<file path="src/rtl/router_pkg.sv">
// Shared mesh-router definitions: direction indices, header bit layout and the
// one-hot direction vector type used between input and output controllers.
package router_pkg;

    localparam int DIR_PE = 0;
    localparam int DIR_S  = 1;
    localparam int DIR_N  = 2;
    localparam int DIR_E  = 3;
    localparam int DIR_W  = 4;

    localparam int VC_BIT   = 63;
    localparam int XDIR_BIT = 62;
    localparam int YDIR_BIT = 61;
    localparam int HOPX_MSB = 55;
    localparam int HOPX_LSB = 52;
    localparam int HOPY_MSB = 51;
    localparam int HOPY_LSB = 48;

    typedef logic [4:0] dir_t;

endpackage

</file>
<file path="src/rtl/xy_route.sv">
// XY dimension-order route computation: picks the output direction for a packet
// and returns the header with the consumed hop count decremented.
module xy_route
    import router_pkg::*;
#(
    parameter int DATA_W = 64,
    parameter int HOP_W  = 4
) (
    input  logic [DATA_W-1:0] pkt_in,
    output dir_t              route,
    output logic [DATA_W-1:0] pkt_out
);

    logic [HOP_W-1:0] hop_x;
    logic [HOP_W-1:0] hop_y;

    assign hop_x = pkt_in[HOPX_LSB +: HOP_W];
    assign hop_y = pkt_in[HOPY_LSB +: HOP_W];

    // X is exhausted first; decrements only touch a nonzero field so they never wrap.
    always_comb begin
        pkt_out = pkt_in;
        route   = '0;
        if (hop_x != '0) begin
            if (pkt_in[XDIR_BIT]) route[DIR_W] = 1'b1;
            else                  route[DIR_E] = 1'b1;
            pkt_out[HOPX_LSB +: HOP_W] = hop_x - 1'b1;
        end else if (hop_y != '0) begin
            if (pkt_in[YDIR_BIT]) route[DIR_S] = 1'b1;
            else                  route[DIR_N] = 1'b1;
            pkt_out[HOPY_LSB +: HOP_W] = hop_y - 1'b1;
        end else begin
            route[DIR_PE] = 1'b1;
        end
    end

endmodule

</file>
<file path="src/rtl/input_ctrl.sv">
// Per-port router input stage: two virtual-channel buffers alternating between a
// link-side (writable) phase and an internal (requesting) phase under polarity.
module input_ctrl
    import router_pkg::*;
#(
    parameter int DATA_W = 64,
    parameter int HOP_W  = 4
) (
    input  logic              clk,
    input  logic              reset,
    input  logic              polarity,
    input  logic              send_in,
    input  logic [DATA_W-1:0] data_in,
    output logic              ready_in,
    output dir_t              req,
    output logic [DATA_W-1:0] data_out,
    input  dir_t              clear_in
);

    logic [DATA_W-1:0] buf_q   [2];
    dir_t              route_q [2];
    logic [1:0]        valid_q;

    logic              wr_idx;
    logic              rd_idx;
    logic              wr_en;
    logic              clr_en;
    dir_t              rt_dir;
    logic [DATA_W-1:0] rt_pkt;
    logic [DATA_W-1:0] wr_pkt;

    assign wr_idx = ~polarity;
    assign rd_idx = polarity;

    xy_route #(
        .DATA_W (DATA_W),
        .HOP_W  (HOP_W)
    ) u_xy_route (
        .pkt_in  (data_in),
        .route   (rt_dir),
        .pkt_out (rt_pkt)
    );

    // The stored vc bit names the buffer the packet lives in.
    always_comb begin
        wr_pkt         = rt_pkt;
        wr_pkt[VC_BIT] = wr_idx;
    end

    assign ready_in = ~valid_q[wr_idx];
    assign wr_en    = send_in & ready_in;
    // Clears arrive the cycle after the grant, so they target the link-side buffer.
    assign clr_en   = valid_q[wr_idx] & (|(clear_in & route_q[wr_idx]));

    always_ff @(posedge clk or posedge reset) begin
        if (reset) begin
            valid_q <= '0;
            for (int i = 0; i < 2; i++) begin
                buf_q[i]   <= '0;
                route_q[i] <= '0;
            end
        end else if (wr_en) begin
            buf_q[wr_idx]   <= wr_pkt;
            route_q[wr_idx] <= rt_dir;
            valid_q[wr_idx] <= 1'b1;
        end else if (clr_en) begin
            valid_q[wr_idx] <= 1'b0;
        end
    end

    assign req      = valid_q[rd_idx] ? route_q[rd_idx] : '0;
    assign data_out = valid_q[rd_idx] ? buf_q[rd_idx] : '0;

endmodule

</file>
<file path="config.mk">
export PLATFORM = sky130hd
export DESIGN_NAME = input_ctrl
export DESIGN_NICKNAME = d
export VERILOG_FILES = /design/src/rtl/router_pkg.sv /design/src/rtl/xy_route.sv /design/src/rtl/input_ctrl.sv
export SDC_FILE = /design/constraint.sdc
export NUM_CORES = 1
export LEC_CHECK = 0
export CAP_MARGIN = 20
export CORE_AREA = 2 2 128 130
export CTS_CLUSTER_SIZE = 40
export DETAILED_ROUTE_END_ITERATION = 7
export DIE_AREA = 0 0 130 132
export GPL_TIMING_DRIVEN = 0
export PLACE_DENSITY_LB_ADDON = 0.05
export SYNTH_ARGS = -nofsm -noshare
export SYNTH_HDL_FRONTEND = slang
export SYNTH_HIERARCHICAL = 1
export SYNTH_SLANG_ARGS = --single-unit
</file>
<file path="constraint.sdc">
create_clock -name clk -period 6.2 [get_ports clk]
set_input_delay 0.62 -clock clk [delete_from_list [all_inputs] [get_ports clk]]
set_output_delay 0.62 -clock clk [all_outputs]
set_load 0.005 [all_outputs]
</file>
==> impl_table.tex, run 1 <==
\begin{tabular}{lr}
\hline
Metric & Value \\
\hline
\multicolumn{2}{l}{\textbf{Outcome}} \\
\quad Outcome & completed \\
\multicolumn{2}{l}{\textbf{Critical path}} \\
\quad Kind of start point of the critical path & input pin \\
\quad Arrival time at the worst endpoint & 2.49 ns \\
\quad Worst setup path class & in2out \\
\quad Critical Path RT & roughly 5.6 ns \\
\quad Critical path launch point & polarity \\
\quad Nature of the critical path endpoint & output port \\
\quad Capturing point of the worst reg2reg path & buf\_q[59] \\
\quad Highest net fanout along the worst path & 10 \\
\quad Reg2Reg Setup Slack & around 4.6 ns \\
\quad Cell count of the worst reg-to-reg path & 3 \\
\multicolumn{2}{l}{\textbf{Power}} \\
\quad Power share of the clock group & 0.276 \\
\quad Internal power consumption & approximately 3.0 mW \\
\quad Sw Share & 0.269 \\
\quad Total power density per cell area & 461 nW/um\^{}2 \\
\quad Leakage power & between 3 and 4 nW \\
\quad Switching power & roughly 1.1 mW \\
\quad Combinational fraction of design power & 0.339 \\
\quad Total design power & about 4 mW \\
\quad Part of the power in registers & 0.384 \\
\quad Worst IR Drop VDD & 0.193 mV \\
\multicolumn{2}{l}{\textbf{Clock network}} \\
\quad Clock insertion delay at the later pin of the skew report & 0.41 ns \\
\quad Worst-path clk slew & approximately 0.06 ns \\
\quad Clock Tree Root & sky130\_fd\_sc\_hd\_\_clkbuf\_16 \\
\quad Setup bufs post-CTS & 0 \\
\quad \# resized after CTS & 0 \\
\quad Num CTS Buffers & 17 \\
\quad Number of buffers inserted for hold repair after clock tree synthesis & 0 \\
\quad TritonCTS clock tree & done \\
\quad H-tree lvl count & 4 \\
\quad CTS max path bufs & 2 \\
\quad Num Clock Sinks & 140 \\
\multicolumn{2}{l}{\textbf{Detailed routing}} \\
\quad Number of remaining DRC errors & 0 \\
\quad Via density & a little under 5 \\
\quad Count of nets left with antenna violations after detail routing & 0 \\
\quad Drt pass-1 iters & 4 \\
\quad Iteration-0 DRC count of the detailed router & between 100 and 150 \\
\quad Final routed wire length divided by cell count & 16.5 um \\
\quad Vias & about 4,400 \\
\quad Sum of routed wire length over all layers & around 15,000 um \\
\multicolumn{2}{l}{\textbf{Timing}} \\
\quad Max-Slew Margin vs Limit & 0.639 \\
\quad Setup skew after layout & 0.00450 ns \\
\quad Setup violations, final & 0 \\
\quad Shortest period the worst path allows & a little over 3 ns \\
\quad Period Utilization, post-route & 0.502 \\
\quad Setup repair after global routing missed its margin & no \\
\quad Transition at the pin with the smallest max-transition slack & roughly 0.54 ns \\
\quad Pins Over Slew Limit & 0 \\
\quad Final Hold Vio Count & 0 \\
\quad Maximum clock frequency & roughly 320 MHz \\
\multicolumn{2}{l}{\textbf{Logic synthesis}} \\
\quad Synthesis warning total & 6 \\
\quad Gate count of the mapped netlist & around 550 \\
\quad Total nets after synthesis & 626 \\
\quad Mean instance size in the synthesized netlist & about 13 sq um \\
\quad Cell Area, Synth & roughly 7000 sq um \\
\multicolumn{2}{l}{\textbf{Job}} \\
\quad Max-capacitance violation count & 0 \\
\multicolumn{2}{l}{\textbf{Layout}} \\
\quad Post-route standard cell area excluding fillers & between 8000 and 9000 sq um \\
\quad Antenna Diode Count & 0 \\
\quad Area overhead of the layout relative to synthesis & 26.2\% \\
\quad Final layout net count & 733 \\
\quad Share of layout cells above drive strength 1 & 0.379 \\
\multicolumn{2}{l}{\textbf{Global routing}} \\
\quad Number of antenna violations at the first check in global routing & 0 \\
\quad Global-route wire length before repair & roughly 24,000 um \\
\quad GRT Overall Usage & 0.181 \\
\quad Pin count of the biggest net entering global routing & 93 \\
\quad Global route overflow & 0 \\
\quad Number of global-route vias before repair & between 4,000 and 5,000 \\
\multicolumn{2}{l}{\textbf{Worst hold path}} \\
\quad Hold WC Path Type & in2reg \\
\quad Sink of the worst hold path & buf\_q[29] \\
\quad Number of cells traversed by the worst hold path & 2 \\
\quad Min-Delay Startpoint & data\_in[29] \\
\multicolumn{2}{l}{\textbf{Placement}} \\
\quad Count of input and output buffers & 87 \\
\quad Dpl cell area & $\sim$8000 sq um \\
\quad Final GP Congestion & 0.747 \\
\quad Final HPWL DP & 10,300 um \\
\multicolumn{2}{l}{\textbf{Floorplanning}} \\
\quad Die W & approximately 130 um \\
\quad Total core area & $\sim$16,000 sq um \\
\quad I/O Pins & around 140 \\
\quad Height of the die & around 130 um \\
\quad Number of cell rows & 46 \\
\quad Effective utilization at floorplan & 0.445 \\
\quad Die Area & roughly 17,000 sq um \\
\hline
\end{tabular}
-- metal layers --
metal	vias to the layer above	GRT usage	share of wire	wire, um
met5	-	0	0	0
met4	0	0.0609	0.011	154
met3	11	0.0491	0.050	726
met2	99	0.309	0.50	7360
met1	2210	0.221	0.44	6430
li1	2045	-	-	-
-- how the worst max path moves through the flow --
stage               cells past startpoint  slack [ns]                    endpoint
floorplan                               1        1.83  asynchronous set/reset pin
global placement                        2       -0.04                   buf_q[55]
detailed placement                      7        2.97                data_out[40]
CTS                                     7        2.97                data_out[40]
global route                            7        2.88                data_out[40]
finish                                  7        3.09                data_out[43]
-- flip-flops by register name, indices dropped and copies added, names as in the netlist, named ones only --
signal   flops
buf_q      128
route_q     10
-- power groups by stage --
stage	registers, mW	logic (mW)	clock network [mW]
final	1.57	1.38	1.13
after global routing	1.63	1.52	1.19
after CTS	1.57	1.41	1.15
after detailed placement	1.59	1.41	0
after global placement	1.56	1.37	0
after floorplan	1.52	0.850	0
-- layout make-up --
type,instances,area (sq um)
fill,1321,6880
buffer,86,612
clock buffer,21,470
tap,216,270
clock inverter,11,189
inverter,6,27.5
multi-input combinational,319,2860
timing repair buffer,88,898
sequential,140,3500
-- placed cells by master (no fill, tap or decap), types with 7 or more instances in the layout --
master,count
sky130_fd_sc_hd__clkbuf_16,17
sky130_fd_sc_hd__mux2_2,133
sky130_fd_sc_hd__mux2_1,7
sky130_fd_sc_hd__dfrtp_1,140
sky130_fd_sc_hd__buf_6,8
sky130_fd_sc_hd__mux2i_1,72
sky130_fd_sc_hd__buf_2,18
sky130_fd_sc_hd__nor2_1,73
sky130_fd_sc_hd__buf_4,55
sky130_fd_sc_hd__clkdlybuf4s50_1,87
-- metrics by stage --
step,cells,TNS (ns),util,setup WS [ns],hold WS [ns]
3_5_place_dp,855,0,0.520,2.97,0.467
2_1_floorplan,551,0,-,1.83,0.439
6_report,887,0,0.562,3.09,0.431
4_1_cts,887,0,0.562,2.97,0.410
3_3_place_gp,854,-4.98,0.518,-0.0415,0.454
5_1_grt,887,0,0.562,2.88,0.426
-- worst max-delay path, cell delays in order --
cell	delay, ns
sky130_fd_sc_hd__buf_6	0.12
sky130_fd_sc_hd__buf_2	0.19
sky130_fd_sc_hd__a21oi_2	0.40
sky130_fd_sc_hd__buf_2	0.32
sky130_fd_sc_hd__buf_2	0.28
sky130_fd_sc_hd__nor2_1	0.07
sky130_fd_sc_hd__clkdlybuf4s50_1	0.48
Power figures use the tool's default switching activity.
==> run 2, diff against run 1 <==
- clock period: 6.2 -> 2.7 ns (I/O delays scaled with it)
==> impl_table.tex, run 2 (same netlist as run 1, synthesis figures left out) <==
\begin{tabular}{lr}
\hline
Metric & Value \\
\hline
\multicolumn{2}{l}{\textbf{Timing}} \\
\quad Setup violations, final & 0 \\
\quad Max-Slew Margin vs Limit & 0.654 \\
\quad Setup skew after layout & 0.00621 ns \\
\quad Final Hold Vio Count & 0 \\
\quad Pins Over Slew Limit & 0 \\
\quad Shortest period the worst path allows & 2.54 ns \\
\quad Period Utilization, post-route & 0.941 \\
\quad Transition at the pin with the smallest max-transition slack & between 0.5 and 0.6 ns \\
\quad Hold Slack & about 0.08 ns \\
\quad Setup repair after global routing missed its margin & no \\
\quad Maximum clock frequency & 394 MHz \\
\multicolumn{2}{l}{\textbf{Outcome}} \\
\quad Outcome & completed \\
\multicolumn{2}{l}{\textbf{Detailed routing}} \\
\quad Iteration-0 DRC count of the detailed router & 127 \\
\quad Number of remaining DRC errors & 0 \\
\quad Sum of routed wire length over all layers & 14,700 um \\
\quad Count of nets left with antenna violations after detail routing & 0 \\
\quad Final routed wire length divided by cell count & around 17 um \\
\quad Via density & 4.85 \\
\quad Drt pass-1 iters & 4 \\
\quad Vias & between 4,000 and 5,000 \\
\multicolumn{2}{l}{\textbf{Global routing}} \\
\quad Global-route wire length before repair & 24,000 um \\
\quad Global route overflow & 0 \\
\quad Number of global-route vias before repair & 4,665 \\
\quad GRT Overall Usage & 0.180 \\
\quad Pin count of the biggest net entering global routing & 42 \\
\quad Number of antenna violations at the first check in global routing & 0 \\
\multicolumn{2}{l}{\textbf{Clock network}} \\
\quad Num Clock Sinks & 140 \\
\quad TritonCTS clock tree & done \\
\quad \# resized after CTS & 2 \\
\quad Clock Tree Root & sky130\_fd\_sc\_hd\_\_clkbuf\_16 \\
\quad Num CTS Buffers & 17 \\
\quad Clock insertion delay at the later pin of the skew report & between 0.4 and 0.5 ns \\
\quad Worst-path clk slew & $\sim$0.060 ns \\
\quad Number of buffers inserted for hold repair after clock tree synthesis & 0 \\
\quad H-tree lvl count & 4 \\
\quad Setup bufs post-CTS & 0 \\
\quad CTS max path bufs & 2 \\
\multicolumn{2}{l}{\textbf{Critical path}} \\
\quad Kind of start point of the critical path & register \\
\quad Arrival time at the worst endpoint & between 2 and 2.5 ns \\
\quad Worst setup path class & reg2out \\
\quad Cell count of the worst reg-to-reg path & 3 \\
\quad Crit-path cells & nor2b\_1 -> a21oi\_4 -> clkbuf\_1 -> nor2\_1 -> clkdlybuf4s50\_1 \\
\quad Reg2Reg Setup Slack & $\sim$1.0 ns \\
\quad Critical Path RT & between 2 and 2.5 ns \\
\quad Nature of the critical path endpoint & output port \\
\quad Max incr delay on CP & 0.49 ns \\
\quad Highest net fanout along the worst path & 10 \\
\quad Cell family contributing the most delay on the critical path & buffers and inverters \\
\quad CP bufs+invs & 2 \\
\quad Slowest CP cell & sky130\_fd\_sc\_hd\_\_clkdlybuf4s50\_1 \\
\quad Capturing point of the worst reg2reg path & buf\_q[52] \\
\multicolumn{2}{l}{\textbf{Layout}} \\
\quad Area overhead of the layout relative to synthesis & 25.9\% \\
\quad Final layout net count & approximately 740 \\
\quad Register containing the most flip-flops in the final layout & buf\_q \\
\quad Share of layout cells above drive strength 1 & 0.385 \\
\quad Max FFs per register & between 100 and 150 \\
\quad Antenna Diode Count & 0 \\
\quad Highest-count cells in the layout ignoring fill and taps & sky130\_fd\_sc\_hd\_\_dfrtp\_1 (140), sky130\_fd\_sc\_hd\_\_mux2\_2 (133), sky130\_fd\_sc\_hd\_\_clkdlybuf4s50\_1 (87), sky130\_fd\_sc\_hd\_\_nor2\_1 (73), sky130\_fd\_sc\_hd\_\_mux2i\_1 (72) \\
\quad Largest registers in the final layout & buf\_q x128, route\_q x10 \\
\quad Most common library cell in the layout ignoring fill and taps & sky130\_fd\_sc\_hd\_\_dfrtp\_1 \\
\multicolumn{2}{l}{\textbf{Job}} \\
\quad Max-capacitance violation count & 0 \\
\multicolumn{2}{l}{\textbf{Floorplanning}} \\
\quad Number of cell rows & 46 \\
\quad Effective utilization at floorplan & 0.445 \\
\quad Die W & 130 um \\
\quad I/O Pins & 143 \\
\quad Height of the die & roughly 130 um \\
\quad Die Area & 17,200 sq um \\
\quad Total core area & around 16,000 sq um \\
\multicolumn{2}{l}{\textbf{Power}} \\
\quad Switching power & about 2.6 mW \\
\quad Combinational fraction of design power & 0.354 \\
\quad Total design power & between 9 and 10 mW \\
\quad Part of the power in registers & 0.400 \\
\quad Total power density per cell area & just over 1000 nW/um\^{}2 \\
\quad Sw Share & 0.284 \\
\quad Internal power consumption & $\sim$6.5 mW \\
\quad Power share of the clock group & 0.245 \\
\quad Worst IR Drop VDD & about 0.45 mV \\
\quad Leakage power & 3.97 nW \\
\multicolumn{2}{l}{\textbf{Worst hold path}} \\
\quad Number of cells traversed by the worst hold path & 2 \\
\quad Sink of the worst hold path & buf\_q[36] \\
\quad Min-Delay Startpoint & data\_in[36] \\
\quad Hold WC Path Type & in2reg \\
\multicolumn{2}{l}{\textbf{Placement}} \\
\quad Final GP Congestion & approximately 0.72 \\
\quad Final HPWL DP & roughly 11,000 um \\
\quad Count of input and output buffers & 87 \\
\hline
\end{tabular}
run 2: cell types whose count changed in the layout (fill, tap and decap cells not counted), moves of 2 or more:
cell | before | now
sky130_fd_sc_hd__clkinvlp_4 | 2 | 5
sky130_fd_sc_hd__clkinv_4 | 1 | 4
sky130_fd_sc_hd__clkbuf_2 | 0 | 2
sky130_fd_sc_hd__bufinv_16 | 5 | 1
sky130_fd_sc_hd__clkbuf_1 | 6 | 3
sky130_fd_sc_hd__buf_2 | 18 | 16
sky130_fd_sc_hd__buf_12 | 0 | 3
run 2: cell type report:
class	instances	area, sq um
fillers	1372	6900
flip-flops and latches	140	3500
multi-input cells	319	2870
repair buffers	91	958
plain buffers	85	612
clock buffers	19	453
well taps	216	270
clock inverters	13	119
inverters	6	26.3
run 2: power groups by stage:
stage | Sequential [mW] | Clock, mW | Combinational [mW]
floorplan | 3.49 | 0 | 1.95
global placement | 3.57 | 0 | 3.15
detailed placement | 3.65 | 0 | 3.24
CTS | 3.61 | 2.27 | 3.27
global route | 3.75 | 2.36 | 3.51
finish | 3.61 | 2.21 | 3.20
run 2: worst max path at each step:
| stage | to | cells after the start |
|---|---|---|
| floorplan | asynchronous set/reset pin | 1 |
| global placement | buf_q[55] | 2 |
| detailed placement | data_out[38] | 7 |
| CTS | req[3] | 5 |
| global route | data_out[48] | 5 |
| finish | data_out[48] | 5 |
run 2: worst register-to-register path: cells and delay by family, from the launching register on:
family,cells,cell delay [ns]
buffers and inverters,1,0.24
AND/OR/NAND/NOR,1,0.50
multiplexers,1,0.36
flip-flops,1,0.47
run 2: through the flow:
| step | TNS (ns) | utilization | cells | instance area [sq um] | worst slack (ns) |
|---|---|---|---|---|---|
| 6_report | 0 | 0.561 | 889 | 8810 | 0.160 |
| 2_1_floorplan | 0 | - | 551 | 7000 | 0.681 |
| 3_5_place_dp | 0 | 0.524 | 858 | 8230 | 0.205 |
| 5_1_grt | 0 | 0.561 | 889 | 8810 | 0.00588 |
| 3_3_place_gp | -71.26 | 0.518 | 854 | 8140 | -0.515 |
| 4_1_cts | 0 | 0.561 | 890 | 8810 | 0.0378 |
run 2: routing by layer:
metal / global-route usage / routed length (um) / vias to the layer above
li1: - / - / 2057
met2: 0.300 / 7210 / 93
met3: 0.0507 / 792 / 14
met5: 0 / 0 / -
met4: 0.0538 / 190 / 0
met1: 0.228 / 6510 / 2150
==> run 3, diff against run 2 <==
==> constraint.sdc (replaced) <==
create_clock -name clk -period 2.7 [get_ports clk]
set_input_delay 0.81 -clock clk [delete_from_list [all_inputs] [get_ports clk]]
set_output_delay 0.81 -clock clk [all_outputs]
set_load 0.005 [all_outputs]
==> impl_table.tex, run 3 (same netlist as run 1, synthesis figures left out) <==
\begin{tabular}{lr}
\hline
Metric & Value \\
\hline
\multicolumn{2}{l}{\textbf{Layout}} \\
\quad Largest registers in the final layout & buf\_q x128, route\_q x10 \\
\quad Max FFs per register & $\sim$130 \\
\quad Area used by sequential logic in the layout & 3500 sq um \\
\quad Register containing the most flip-flops in the final layout & buf\_q \\
\quad Area overhead of the layout relative to synthesis & 31.2\% \\
\quad Core occupancy in the finished layout & 0.585 \\
\quad Share of layout cells above drive strength 1 & 0.457 \\
\quad Filler Cells Inserted & approximately 1,400 \\
\quad Post-route standard cell area excluding fillers & 9190 sq um \\
\quad Final layout net count & about 750 \\
\quad Highest-count cells in the layout ignoring fill and taps & sky130\_fd\_sc\_hd\_\_dfrtp\_1 (140), sky130\_fd\_sc\_hd\_\_mux2\_2 (133), sky130\_fd\_sc\_hd\_\_mux2i\_1 (65), sky130\_fd\_sc\_hd\_\_buf\_4 (58), sky130\_fd\_sc\_hd\_\_nor2\_1 (54) \\
\quad Area of combinational cells with multiple inputs & approximately 3000 sq um \\
\quad Most common library cell in the layout ignoring fill and taps & sky130\_fd\_sc\_hd\_\_dfrtp\_1 \\
\quad Antenna Diode Count & 0 \\
\multicolumn{2}{l}{\textbf{Power}} \\
\quad Total power density per cell area & around 1000 nW/um\^{}2 \\
\quad Worst IR Drop VDD & about 0.47 mV \\
\quad Leakage power & 4.28 nW \\
\multicolumn{2}{l}{\textbf{Floorplanning}} \\
\quad Die W & 130 um \\
\quad Total core area & approximately 16,000 sq um \\
\quad Number of cell rows & between 40 and 50 \\
\quad Die Area & 17,200 sq um \\
\quad Effective utilization at floorplan & 0.445 \\
\quad Height of the die & $\sim$130 um \\
\quad I/O Pins & 143 \\
\multicolumn{2}{l}{\textbf{Critical path}} \\
\quad Worst setup path class & in2out \\
\quad Arrival time at the worst endpoint & about 1.9 ns \\
\quad Cell count of the worst reg-to-reg path & 3 \\
\quad Highest net fanout along the worst path & 10 \\
\quad Nature of the critical path endpoint & output port \\
\quad Reg2Reg Setup Slack & between 1 and 1.5 ns \\
\quad Kind of start point of the critical path & input pin \\
\quad Critical Path RT & between 1.5 and 2 ns \\
\multicolumn{2}{l}{\textbf{Timing}} \\
\quad Final Hold Vio Count & 0 \\
\quad Shortest period the worst path allows & between 2 and 3 ns \\
\quad Period Utilization, post-route & 0.992 \\
\quad Setup violations, final & 0 \\
\quad Hold Slack & about 0.48 ns \\
\quad Max-Slew Margin vs Limit & 0.653 \\
\quad Setup repair after global routing missed its margin & yes \\
\quad Pins Over Slew Limit & 0 \\
\quad Setup skew after layout & between 0.004 and 0.005 ns \\
\quad Maximum clock frequency & between 300 and 400 MHz \\
\quad Transition at the pin with the smallest max-transition slack & around 0.52 ns \\
\quad Fin worst setup slack & roughly 0.023 ns \\
\multicolumn{2}{l}{\textbf{Clock network}} \\
\quad TritonCTS clock tree & done \\
\quad Num Clock Sinks & 140 \\
\quad Num CTS Buffers & 17 \\
\quad CTS max path bufs & 2 \\
\quad Clock Tree Root & sky130\_fd\_sc\_hd\_\_clkbuf\_16 \\
\quad Clock insertion delay at the later pin of the skew report & $\sim$0.41 ns \\
\quad Worst-path clk slew & 0.06 ns \\
\quad Number of buffers inserted for hold repair after clock tree synthesis & 0 \\
\quad H-tree lvl count & 4 \\
\multicolumn{2}{l}{\textbf{Global routing}} \\
\quad Number of antenna violations at the first check in global routing & 0 \\
\quad Number of global-route vias before repair & 4,727 \\
\quad Pin count of the biggest net entering global routing & 42 \\
\quad Global route overflow & 0 \\
\quad Global-route wire length before repair & 24,400 um \\
\quad GRT Overall Usage & 0.184 \\
\multicolumn{2}{l}{\textbf{Detailed routing}} \\
\quad Vias & $\sim$4,400 \\
\quad Final routed wire length divided by cell count & around 17 um \\
\quad Sum of routed wire length over all layers & between 15,000 and 20,000 um \\
\quad Iteration-0 DRC count of the detailed router & 136 \\
\quad Via density & approximately 4.9 \\
\quad Number of remaining DRC errors & 0 \\
\quad Drt pass-1 iters & 4 \\
\quad Count of nets left with antenna violations after detail routing & 0 \\
\multicolumn{2}{l}{\textbf{Outcome}} \\
\quad Outcome & completed \\
\multicolumn{2}{l}{\textbf{Worst hold path}} \\
\quad Number of cells traversed by the worst hold path & 1 \\
\quad Hold WC Path Type & reg2reg \\
\multicolumn{2}{l}{\textbf{Job}} \\
\quad Max-capacitance violation count & 0 \\
\multicolumn{2}{l}{\textbf{Placement}} \\
\quad Final HPWL DP & about 11,000 um \\
\quad Placement Setup Slack & -0.875 ns \\
\quad Final GP Congestion & around 0.72 \\
\quad Dpl cell area & between 8000 and 9000 sq um \\
\quad Count of input and output buffers & 87 \\
\hline
\end{tabular}
==> run 3: area by class of cell <==
type / count / share of cell area
clock inverters: 13 / 0.0129
multi-input cells: 319 / 0.323
well taps: 216 / 0.0294
flip-flops and latches: 140 / 0.381
clock buffers: 19 / 0.0493
inverters: 6 / 0.00286
plain buffers: 86 / 0.0857
repair buffers: 102 / 0.116
==> run 3: metal layers <==
layer,up-vias,share of wire,global-route usage
li1,2088,-,-
met1,2207,0.44,0.232
met2,89,0.50,0.309
met3,14,0.051,0.0507
met4,0,0.013,0.0538
met5,-,0,0
==> run 3: critical path: stages <==
cell                            delay, ns
sky130_fd_sc_hd__buf_12              0.13
sky130_fd_sc_hd__buf_8               0.14
sky130_fd_sc_hd__a21oi_4             0.17
sky130_fd_sc_hd__buf_12              0.16
sky130_fd_sc_hd__buf_8               0.14
sky130_fd_sc_hd__nor2_1              0.05
sky130_fd_sc_hd__dlygate4sd2_1       0.26
==> run 3: final timing paths <==
kind,startpoint,end
hold / removal,buf_q[63],buf_q[63]
setup reg to reg,register,buf_q[52]
setup / recovery,polarity,data_out[16]
min in group asynchronous,reset,buf_q[90]
max in group asynchronous,reset,buf_q[115]
hold reg to reg,buf_q[63],buf_q[63]
==> run 3: what timing repair did <==
item / CTS / global route
buffers inserted: 5 / 0
gates cloned: 3 / 3
gates resized for setup: 160 / 50
pin swaps: 1 / 1
setup endpoints to repair: 70 / 69
==> run 3: per-stage QoR <==
stage	cells	total power [mW]	setup TNS [ns]
finish	901	9.15	0
global placement	854	6.72	-199.54
detailed placement	858	6.89	-51.79
CTS	898	9.14	-0.578
floorplan	551	5.45	0
global route	901	9.75	-0.573
==> run 3: where the power goes <==
group / internal, mW / leakage [nW] / switching [mW]
Combinational: 2.03 / 2.33 / 1.27
Sequential: 3.11 / 1.68 / 0.523
Clock: 1.32 / 0.271 / 0.900
